**src/rtl/tt_sweep_capture_if.sv**
```systemverilog
// rtl/tt_sweep_capture_if.sv - sweep/capture handshake and result bundle (optional TT_MISMATCH_LOG_EN signals)
interface tt_sweep_capture_if;
   logic        start;
   logic        y_in;
   logic [4:0]  x_out;
   logic        busy;
   logic        done;
   logic [31:0] table_out;
   logic [5:0]  ones_count;
   logic        match;
`ifdef TT_MISMATCH_LOG_EN
   logic        mismatch_valid;
   logic [4:0]  mismatch_idx;
`endif

   modport master (
      input  start, y_in,
      output x_out, busy, done, table_out, ones_count, match
`ifdef TT_MISMATCH_LOG_EN
      , output mismatch_valid, mismatch_idx
`endif
   );

   modport slave (
      output start, y_in,
      input  x_out, busy, done, table_out, ones_count, match
`ifdef TT_MISMATCH_LOG_EN
      , input mismatch_valid, mismatch_idx
`endif
   );
endinterface

```
**src/rtl/tt_sweep_capture.sv**
```systemverilog
// rtl/tt_sweep_capture.sv - exhaustive 32-vector sweep and truth-table capture (optional TT_MISMATCH_LOG_EN)
module tt_sweep_capture #(
   parameter int          SETTLE_CYCLES = 2,
   parameter logic [31:0] EXPECTED      = 32'h0000_0000
) (
   input  logic               clk,
   input  logic               rst,
   tt_sweep_capture_if.master sw
);
   typedef enum logic [1:0] {IDLE, SETTLE, SAMPLE, DONE} state_t;

   localparam logic [3:0] SETTLE_LAST = 4'((SETTLE_CYCLES > 0) ? SETTLE_CYCLES - 1 : 0);
   localparam state_t     VEC_STATE   = (SETTLE_CYCLES > 0) ? SETTLE : SAMPLE;

   state_t      r_state, w_state;
   logic [3:0]  r_cnt, w_cnt;
   logic [4:0]  r_x, w_x;
   logic        r_busy, w_busy;
   logic        r_done, w_done;
   logic [31:0] r_table, w_table;
   logic [5:0]  r_ones, w_ones;
   logic        r_match, w_match;
`ifdef TT_MISMATCH_LOG_EN
   logic        r_mm_valid, w_mm_valid;
   logic [4:0]  r_mm_idx, w_mm_idx;
`endif

   always_comb begin
      w_state = r_state;
      w_cnt   = r_cnt;
      w_x     = r_x;
      w_busy  = r_busy;
      w_done  = r_done;
      w_table = r_table;
      w_ones  = r_ones;
      w_match = r_match;
`ifdef TT_MISMATCH_LOG_EN
      w_mm_valid = r_mm_valid;
      w_mm_idx   = r_mm_idx;
`endif
      case (r_state)
         IDLE, DONE: begin
            if (sw.start) begin
               w_state = VEC_STATE;
               w_cnt   = 4'd0;
               w_x     = 5'd0;
               w_busy  = 1'b1;
               w_done  = 1'b0;
               w_table = 32'd0;
               w_ones  = 6'd0;
               w_match = 1'b0;
`ifdef TT_MISMATCH_LOG_EN
               w_mm_valid = 1'b0;
               w_mm_idx   = 5'd0;
`endif
            end
         end
         SETTLE: begin
            if (r_cnt == SETTLE_LAST) begin
               w_cnt   = 4'd0;
               w_state = SAMPLE;
            end else begin
               w_cnt = r_cnt + 4'd1;
            end
         end
         SAMPLE: begin
            w_table[r_x] = sw.y_in;
            w_ones       = r_ones + {5'd0, sw.y_in};
`ifdef TT_MISMATCH_LOG_EN
            if ((sw.y_in != EXPECTED[r_x]) && !r_mm_valid) begin
               w_mm_valid = 1'b1;
               w_mm_idx   = r_x;
            end
`endif
            // match compares the table including the bit written on this cycle
            if (r_x == 5'd31) begin
               w_state = DONE;
               w_busy  = 1'b0;
               w_done  = 1'b1;
               w_match = (w_table == EXPECTED);
            end else begin
               w_x     = r_x + 5'd1;
               w_cnt   = 4'd0;
               w_state = VEC_STATE;
            end
         end
         default: w_state = IDLE;
      endcase
   end

   always_ff @(posedge clk) begin
      if (rst) begin
         r_state <= IDLE;
         r_cnt   <= 4'd0;
         r_x     <= 5'd0;
         r_busy  <= 1'b0;
         r_done  <= 1'b0;
         r_table <= 32'd0;
         r_ones  <= 6'd0;
         r_match <= 1'b0;
`ifdef TT_MISMATCH_LOG_EN
         r_mm_valid <= 1'b0;
         r_mm_idx   <= 5'd0;
`endif
      end else begin
         r_state <= w_state;
         r_cnt   <= w_cnt;
         r_x     <= w_x;
         r_busy  <= w_busy;
         r_done  <= w_done;
         r_table <= w_table;
         r_ones  <= w_ones;
         r_match <= w_match;
`ifdef TT_MISMATCH_LOG_EN
         r_mm_valid <= w_mm_valid;
         r_mm_idx   <= w_mm_idx;
`endif
      end
   end

   assign sw.x_out      = r_x;
   assign sw.busy       = r_busy;
   assign sw.done       = r_done;
   assign sw.table_out  = r_table;
   assign sw.ones_count = r_ones;
   assign sw.match      = r_match;
`ifdef TT_MISMATCH_LOG_EN
   assign sw.mismatch_valid = r_mm_valid;
   assign sw.mismatch_idx   = r_mm_idx;
`endif
endmodule

```
**src/flat_wrapper.sv**
```systemverilog
// flat-port wrapper written by rule: the top's interface ports become plain ports
module tt_sweep_capture_flat 
#(
   parameter int          SETTLE_CYCLES = 2,
   parameter logic [31:0] EXPECTED      = 32'h0000_0000
)
  (clk, rst, sw_start, sw_y_in, sw_x_out, sw_busy, sw_done, sw_table_out, sw_ones_count, sw_match);
  tt_sweep_capture_if sw_i ();
  input  logic clk;
  input  logic rst;
  input wire logic [$bits(sw_i.start)-1:0] sw_start;
  input wire logic [$bits(sw_i.y_in)-1:0] sw_y_in;
  output wire logic [$bits(sw_i.x_out)-1:0] sw_x_out;
  output wire logic [$bits(sw_i.busy)-1:0] sw_busy;
  output wire logic [$bits(sw_i.done)-1:0] sw_done;
  output wire logic [$bits(sw_i.table_out)-1:0] sw_table_out;
  output wire logic [$bits(sw_i.ones_count)-1:0] sw_ones_count;
  output wire logic [$bits(sw_i.match)-1:0] sw_match;
  assign sw_i.start = sw_start;
  assign sw_i.y_in = sw_y_in;
  assign sw_x_out = sw_i.x_out;
  assign sw_busy = sw_i.busy;
  assign sw_done = sw_i.done;
  assign sw_table_out = sw_i.table_out;
  assign sw_ones_count = sw_i.ones_count;
  assign sw_match = sw_i.match;
  tt_sweep_capture #(.SETTLE_CYCLES(SETTLE_CYCLES), .EXPECTED(EXPECTED)) u_core (.clk(clk), .rst(rst), .sw(sw_i));
endmodule
```
**config.mk**
```make
export PLATFORM = sky130hd
export DESIGN_NAME = tt_sweep_capture_flat
export DESIGN_NICKNAME = d
export VERILOG_FILES = /design/src/rtl/tt_sweep_capture_if.sv /design/src/rtl/tt_sweep_capture.sv /design/src/flat_wrapper.sv
export SDC_FILE = /design/constraint.sdc
export NUM_CORES = 1
export LEC_CHECK = 0
export CORE_UTILIZATION = 50
export DETAILED_ROUTE_END_ITERATION = 10
export GPL_ROUTABILITY_DRIVEN = 0
export MAX_ROUTING_LAYER = met4
export PLACE_DENSITY = 0.74
export SETUP_SLACK_MARGIN = 0.05
export SYNTH_ARGS = -nofsm -noshare
export SYNTH_HDL_FRONTEND = slang
export SYNTH_SLANG_ARGS = --single-unit
```
**constraint.sdc**
```tcl
create_clock -name clk -period 4.8 [get_ports clk]
set_clock_uncertainty 0.05 [all_clocks]
set_input_delay 0.48 -clock clk [delete_from_list [all_inputs] [get_ports clk]]
set_output_delay 0.48 -clock clk [all_outputs]
set_load 0.01 [all_outputs]
```
======== After elaboration in Yosys (flattened, before gate mapping) ========
Cells that the tools add are included.
word-level totals
  bits in registers ....................... 52
  output and inout port bits .............. 46
  word-level logic and storage cells ...... 58
  bits of input ports ..................... 4
cells by class
  equality and inequality tests ........... 9
  add/sub/neg operators ................... 3
  reduce and logical (&&, ||, !) cells .... 10
  $lt $le $gt $ge ......................... 2
  mux-type cells .......................... 26
operators by type and width
  kind                                                                number
  case mux 32 bit (2 select lines)                                    1
  bitwise mux 32 bit                                                  1
  logical NOT 32 bit                                                  1
  two-way mux 32 bit                                                  1
  two-way mux 4 bit                                                   3
  case mux 4 bit (3 select lines)                                     1
  case mux 6 bit (2 select lines)                                     1
  two-way mux 5 bit                                                   2
  case mux 5 bit (2 select lines)                                     1
  adder 6 x 1 -> 6 bit                                                1
  less-than comparator 5 x 6 -> 1 bit (second input constant)         1
  two-way mux 1 bit                                                   6
  two-way mux 2 bit                                                   3
  two-way mux 6 bit                                                   1
  case mux 1 bit (2 select lines)                                     3
  case mux 2 bit (3 select lines)                                     1
  AND reduction 2 bit                                                 3
  AND reduction 3 bit                                                 2
  adder 5 x 1 -> 5 bit (second input constant)                        1
  demux 1 bit (select 5 bit)                                          1
  equality test 5 bit (second input constant)                         1
  greater-or-equal comparator 5 x 1 -> 1 bit (second input constant)  1
  adder 4 x 1 -> 4 bit (second input constant)                        1
  equality test 2 bit (second input constant)                         2
  other kinds (8)                                                     10

======== Depth between registers and ports, before layout ========
Gate-level depths: netlist of the first run.
  depth in word-level cells ............... 8
  gate-level depth with buffers ........... 12
  depth with buffers taken out ............ 9

======== Least setup slack after synthesis of the first run ========
No wires, ideal clock.
  path kind ............................... register to register
  start point ............................. reg u_core.r_x[0] (netlist: u_core.sw.x_out[0])
  end point ............................... reg u_core.r_cnt[3]
  setup time .............................. 0.115 ns
  clock period less this slack ............ 2.198 ns
  required time ........................... 4.635 ns
  arrival time ............................ 2.033 ns
  stages on the path, launching flop included .. 10
  path slack .............................. 2.602 ns
  path buffers ............................ 2
  cells stage by stage .................... dfxtp_1 ha_1 buf_2 and3_1 ha_1 clkbuf_1 a21oi_1 nand4_1 xor2_1 nor2_1
between the ends
  longest elaborated chain between the ends .. 3
RTL lines
  what                                  RTL line                 source
  from (decl)                           tt_sweep_capture.sv:17   logic [4:0] r_x, w_x;
  from (signal assigned)                tt_sweep_capture.sv:108  r_x <= w_x;
  equality test 5 bit                   tt_sweep_capture.sv:76   if (r_x == 5'd31) begin
  != test 2 bit (no source line)        n/a
  AND reduction 2 bit (no source line)  n/a
  to (signal assigned)                  tt_sweep_capture.sv:107  r_cnt <= w_cnt;
  to (decl)                             tt_sweep_capture.sv:16   logic [3:0] r_cnt, w_cnt;
Every way passes these cells.
A chain may end at the register's enable or synchronous reset.

======== Worst setup path in the final report of the first run ========
  start point ............................. reg u_core.r_x[2] (netlist: u_core.sw.x_out[2])
  end point ............................... reg u_core.r_match (netlist: u_core.sw.match)
between the ends
  longest elaborated chain between the ends .. 8
  elaborated cells between the ends (all ways) .. 12
  classes of those cells .................. order compare (2); eq/ne (2); mux (5); reduce/logical (3)
RTL lines
  what                                                                                                                            RTL line                 source
  less-than comparator 5 x 6 -> 1 bit (implied by the code) / greater-or-equal comparator 5 x 1 -> 1 bit (equally long branches)  tt_sweep_capture.sv:67   w_table[r_x] = sw.y_in;
  logical AND 1 bit (implied by the code)                                                                                         tt_sweep_capture.sv:67
  two-way mux 1 bit (implied by the code)                                                                                         tt_sweep_capture.sv:67
  demux 1 bit (select 5 bit)                                                                                                      n/a
  bitwise mux 32 bit                                                                                                              tt_sweep_capture.sv:67
  logical NOT 32 bit                                                                                                              tt_sweep_capture.sv:80   w_match = (w_table == EXPECTED);
  two-way mux 1 bit                                                                                                               tt_sweep_capture.sv:76
  case mux 1 bit (2 select lines)                                                                                                 tt_sweep_capture.sv:41   case (r_state)
  to (signal assigned)                                                                                                            tt_sweep_capture.sv:113  r_match <= w_match;
  to (decl)                                                                                                                       tt_sweep_capture.sv:22   logic r_match, w_match;
Parallel ways exist; a longest one is shown, timed or not. The select of a mux whose other input is x is not followed.

==> results of run 1 <==
-- cell type report --
| type | count | area [µm²] | area share [%] |
|---|---|---|---|
| Sequential cell | 52 | 1040 | 30.1 |
| Timing Repair Buffer | 52 | 513 | 14.8 |
| Clock buffer | 8 | 90.1 | 2.60 |
| Inverter | 6 | 22.5 | 0.651 |
| Tap cell | 72 | 90.1 | 2.60 |
| Multi-Input combinational cell | 266 | 1700 | 49.2 |
-- worst paths after layout --
check	start	to	slack, ps	cells after the start
worst min-delay path	u_core.sw.done	u_core.sw.done	430	2
worst max register to register	u_core.sw.x_out[2]	u_core.sw.match	2020	8
worst min register to register	u_core.sw.done	u_core.sw.done	430	2
worst max-delay path	u_core.sw.x_out[2]	u_core.sw.match	2020	8
-- registers in the layout (all words and copies together), names as in the netlist --
| name | cells |
|---|---|
| u_core.sw.table_out | 32 |
| u_core.sw.ones_count | 6 |
| u_core.sw.x_out | 5 |
| u_core.r_cnt | 4 |
| u_core.r_state | 2 |
| u_core.sw.busy | 1 |
| u_core.sw.done | 1 |
| u_core.sw.match | 1 |
-- power by group --
part           switching, mW  internal (mW)  total, mW
clock                  0.145          0.118      0.263
sequential            0.0149          0.445      0.460
combinational          0.177         0.0733      0.251
-- worst min-delay path, stage by stage (launching register included) --
cell and delay (ps):
dfxtp_1 340, a21oi_1 40, nor2_1 70
-- metal layers --
metal  vias to the layer above  global-route usage [%]  part of all wire (%)
met3                         6                    4.42                   5.5
met1                      1203                    28.4                    47
met2                        69                    35.9                    47
met4                         0                    7.41                  0.83
li1                       1302                       -                     -
met5                         -                       -                     0
-- metrics by stage --
| stage | instances | util [%] | power (mW) | hold slack, ps |
|---|---|---|---|---|
| final | 456 | 62.1 | 0.974 | 432 |
| after CTS | 456 | 62.1 | 0.979 | 436 |
| after detailed placement | 448 | 60.5 | 0.719 | 412 |
| after floorplan | 353 | - | 0.653 | 430 |
| after global placement | 448 | 60.5 | 0.711 | 411 |
| after global routing | 456 | 62.1 | 1.03 | 462 |
-- cells by family (layout without fill, tap and decap cells) --
group                    Yosys count  in the layout  synth area share (%)
multiplexers                      30             30                  10.2
AND/OR/NAND/NOR                  156            156                  28.5
XOR/XNOR                           8              8                  2.39
flip-flops                        52             52                  35.5
adder cells (fa/ha/maj)           12             12                  5.12
AO/OA/AOI/OAI                     60             60                  11.7
buffers and inverters             35             66                  6.53
-- cells in the final DEF (no fill, tap or decap), types with 2 or more instances in the layout --
cell type	n
dfxtp_1	52
clkbuf_1	2
ha_1	12
clkbuf_8	6
a22oi_1	3
nor4bb_1	6
a21oi_1	42
and4bb_2	2
nor3_1	2
xor2_1	7
nor2_1	87
nor4_1	2
a32oi_1	4
a211oi_1	2
o21ai_0	2
buf_4	3
and3_1	2
nor4b_1	4
nand4b_1	11
a21o_1	2
and4bb_1	3
nor2b_1	3
nand2_1	13
o21ai_2	2
inv_1	6
mux2i_1	30
clkdlybuf4s50_1	49
nand4_1	14
==> results_dict.tcl, run 1 <==
set metrics [dict create \
    grtUsageTotal_pct 22.5 \
    cts_buffer_depth 2 \
    core_area_mm2 0.00557 \
    rows 27 \
    leakage_nw 1.34 \
    yosysTopAreaCellShare_pct 35.5 \
    slew_viol_final 0 \
    fin_crit_ps 2780 \
    rsz0062_at_grt "no" \
    yosysMostFrequentCell "nor2_1" \
    grt_pass1_vias 2330 \
    worstPathCellList "and3_1 -> ha_1 -> nand2_1 -> nor3_1 -> nand4_1 -> nor4_1 -> nand2_1 -> o21ai_2" \
    synth_cells 353 \
    nNetsFinal 399 \
    worst-path-max-fanout 38 \
    postCtsSetupBuffers 0 \
    vias 2580 \
    numClockSinks 52 \
    num-fill-cells 511 \
    post_cts_resized 0 \
    die_w_um 78.6 \
    via_per_inst 5.66 \
    wl_mm 6.52 \
    slowest_stage "dfxtp_1" \
    ios 50 \
    fin_ws_ps 2020 \
    cpMostUsedCell "nand2_1" \
    grt_pass1_wl_mm 10.9 \
    cts_tree "built" \
    synthTopCellsByCount "87 x nor2_1, 52 x dfxtp_1, 42 x a21oi_1" \
    die-area_mm2 0.00618 \
    path_clk_slew_ps 90 \
    avgSynthCellArea_um2 8.31 \
    fmax_mhz 359 \
    syn_area_mm2 0.00293 \
    ys_warn_count 0 \
    powerDensity_mw_per_mm2 281 \
    critical_path_class "flop to flop" \
    crit_buf_inv 0 \
    report.final.hold_viol_count 0 \
    ys.flop_type "dfxtp_1" \
    diodes 0 \
    place_ws_ps 2000 \
    run_status "complete, no violations" \
    ant_nets 0 \
    start_util_pct 52.6 \
    setup-violations-final 0 \
    synthArstFlopShare_pct 0 \
    synth_top_cell_by_area "dfxtp_1" \
    dp_hpwl_mm 4.21 \
    cp_data_required_time_ps 5000 \
    drt_pre_antenna_iters 4 \
    finalCritPeriodShare_pct 58.0 \
    cp_top_family "simple AND/OR/NAND/NOR gates" \
    synth_fp_nets 369 \
    yosysUniqueCellTypes 41 \
    worstSkewPairLatency_ps 310 \
    antenna_found_initial 0 \
    dr.first_iter.drc_count 170 \
    die_y_um 78.6 \
    seq_area_frac_synth_pct 35.5 \
    cp-start-kind "flop" \
    ys_ff_latch 52 \
    drc 0 \
    syn_to_final_growth_pct 18.0 \
    hold_path_class "flop to flop" \
    cts_buffers 5 \
    overflow 0 \
    max_slew_margin_pct 23.2 \
    critPathCaptureType "flop" \
    io_buffers 49 \
    htreeDepth 2 \
    critical_path_arrival_ps 2980 \
    wl_per_cell_um 14.3 \
    ys_top_cells_by_area "dfxtp_1 35%, nor2_1 11%, mux2i_1 10%, a21oi_1 7.2%, ha_1 5.1%" \
    drive_gt1_share_pct 4.17 \
    post_dp_cell_area_mm2 0.00337 \
    vdd_drop_max_uv 162 \
    cts_root_buffer "clkbuf_8" \
    hold_buffers 0 \
    drv_cap 0 \
    tightest_slew_ps 1150 \
    synth-edff-count 0 \
    slowest_delay_ps 1050 \
    finalSetupTns_ps 0 \
    final_area_mm2 0.00346 \
    grt_max_degree 45 \
]
Note: power is estimated with default switching activity, not from simulation.
==> run 2: changes to the inputs <==
--- a/config.mk
+++ b/config.mk
@@ -5,7 +5,7 @@
 export SDC_FILE = /design/constraint.sdc
 export NUM_CORES = 1
 export LEC_CHECK = 0
-export CORE_UTILIZATION = 50
+export CORE_UTILIZATION = 48
 export DETAILED_ROUTE_END_ITERATION = 10
 export GPL_ROUTABILITY_DRIVEN = 0
 export MAX_ROUTING_LAYER = met4
==> constraint.sdc (replaced) <==
create_clock -name clk -period 2.3 [get_ports clk]
set_clock_uncertainty 0.05 [all_clocks]
set_input_delay 0.23 -clock clk [delete_from_list [all_inputs] [get_ports clk]]
set_output_delay 0.23 -clock clk [all_outputs]
set_load 0.01 [all_outputs]
==> results_dict.tcl, run 2 (synthesized netlist as in run 1, its figures left out) <==
set metrics [dict create \
    hold_end "u_core.sw.match" \
    cp-start-kind "flop" \
    diodes 0 \
    final_area_mm2 0.00370 \
    regToRegSetupSlack_ps 200 \
    drv_cap 0 \
    largest_register_ffs 32 \
    wl_per_cell_um 14.1 \
    reg2reg_to "u_core.sw.match" \
    met3_length_um 272 \
    fmax_mhz 475 \
    slowest_stage "dfxtp_1" \
    post_dp_cell_area_mm2 0.00355 \
    rr_startpoint "u_core.sw.x_out[2]" \
    io_buffers 49 \
    m1WireLength_mm 3.25 \
    critical_path_class "flop to flop" \
    grt_pass1_wl_mm 10.9 \
    rows 28 \
    highest_layer "met4" \
    min_from "u_core.sw.match" \
    drt_pre_antenna_iters 5 \
    numClockSinks 52 \
    start_util_pct 49.5 \
    cts_buffers 5 \
    vdd_drop_max_uv 423 \
    vias 2679 \
    via_per_inst 5.60 \
    drc 0 \
    fin_ws_ps 196 \
    slowest_delay_ps 630 \
    worstPathCellList "buf_4 -> and4bb_1 -> mux2i_1 -> nand4_1 -> nor4_1 -> nand2_1 -> o21ai_2" \
    antenna_found_initial 0 \
    place_ws_ps 60.1 \
    report.final.hold_viol_count 0 \
    htreeDepth 2 \
    cts_root_buffer "clkbuf_8" \
    ios 50 \
    powerDensity_mw_per_mm2 573 \
    rsz0062_at_grt "no" \
    ant_nets 0 \
    cp_data_required_time_ps 2510 \
    die_y_um 80.2 \
    syn_to_final_growth_pct 26.1 \
    die_w_um 80.2 \
    run_status "complete, no violations" \
    slew_viol_final 0 \
    nNetsFinal 418 \
    wl_mm 6.76 \
    worst-path-max-fanout 16 \
    critical_path_arrival_ps 2310 \
    worstSkewPairLatency_ps 310 \
    finalSetupTns_ps 0 \
    holdPathStages 2 \
    leakage_nw 1.46 \
    dp_hpwl_mm 4.68 \
    max_slew_margin_pct 67.6 \
    grtUsageTotal_pct 22.5 \
    wl_met2_mm 3.15 \
    die-area_mm2 0.00643 \
    dr.first_iter.drc_count 172 \
    critPathCaptureType "flop" \
    num-fill-cells 534 \
    drive_gt1_share_pct 10.7 \
    path_clk_slew_ps 100 \
    final_cell_mix "87 x nor2_1, 51 x dfxtp_1, 49 x clkdlybuf4s50_1" \
    fin_crit_ps 2100 \
    core_area_mm2 0.00592 \
    finalCritPeriodShare_pct 91.5 \
    grt_max_degree 36 \
    overflow 0 \
    r2r_cells 7 \
    cts_buffer_depth 2 \
    hold_path_class "flop to flop" \
    grt_pass1_vias 2326 \
    final_common_cell "nor2_1" \
    setup-violations-final 0 \
    cts_tree "built" \
    tightest_slew_ps 486 \
    hold_buffers 0 \
]
[run 2: cell count changes in the layout (fill, tap and decap cells not counted), sizes merged]
cell	change
buf	+19
[run 2: worst max path at each step]
stage / from / end / slack (ps) / cells after the start
detailed placement: u_core.sw.x_out[1] / u_core.sw.match / 60 / 8
global route: u_core.sw.x_out[2] / u_core.sw.match / 50 / 7
CTS: u_core.sw.x_out[1] / u_core.sw.match / 90 / 7
floorplan: u_core.sw.x_out[0] / u_core.r_cnt[3] / 100 / 9
finish: u_core.sw.x_out[2] / u_core.sw.match / 200 / 7
global placement: u_core.sw.x_out[1] / u_core.sw.match / 160 / 7
[run 2: critical path, delay by kind of cell (launching register included)]
family                 cells  cell delay, ps
and+or+nand+nor            4             770
DFF                        1             630
buffers and inverters      1             290
muxes                      1             200
AOI/OAI and AO/OA          1             100
[run 2: layer usage]
metal  GRT usage (%)  vias to the layer above
met4            6.43                        0
li1                -                     1337
met5               -                        -
met2            36.0                       57
met3            3.75                        8
met1            29.1                     1277
[run 2: report_power, final]
group	internal [mW]	total (mW)	switching (mW)
Clock	0.246	0.550	0.304
Sequential	0.930	0.959	0.0291
Combinational	0.222	0.608	0.385
Total	1.40	2.12	0.718
[run 2: repair_timing]
| item | in CTS | in global routing |
|---|---|---|
| resized for setup | 2 | 8 |
| pin swaps | 0 | 0 |
| buffers inserted | 0 | 0 |
| endpoints found under the setup margin | 1 | 1 |
[run 2: layout make-up]
class	instances	area (µm²)	share of cell area, %
Inverter	6	22.5	0.609
Clock buffer	8	90.1	2.44
Multi-Input combinational cell	266	1760	47.5
Sequential cell	52	1040	28.2
Tap cell	75	93.8	2.54
Timing Repair Buffer	71	693	18.7
[run 2: metrics by stage]
step	hold slack [ps]	total power, mW	instances	utilization [%]
6_report	423	2.12	478	62.4
5_1_grt	471	2.23	478	62.4
4_1_cts	426	2.12	478	61.7
3_5_place_dp	413	1.58	470	60.0
3_3_place_gp	420	1.57	470	60.0
2_1_floorplan	430	1.36	353	-
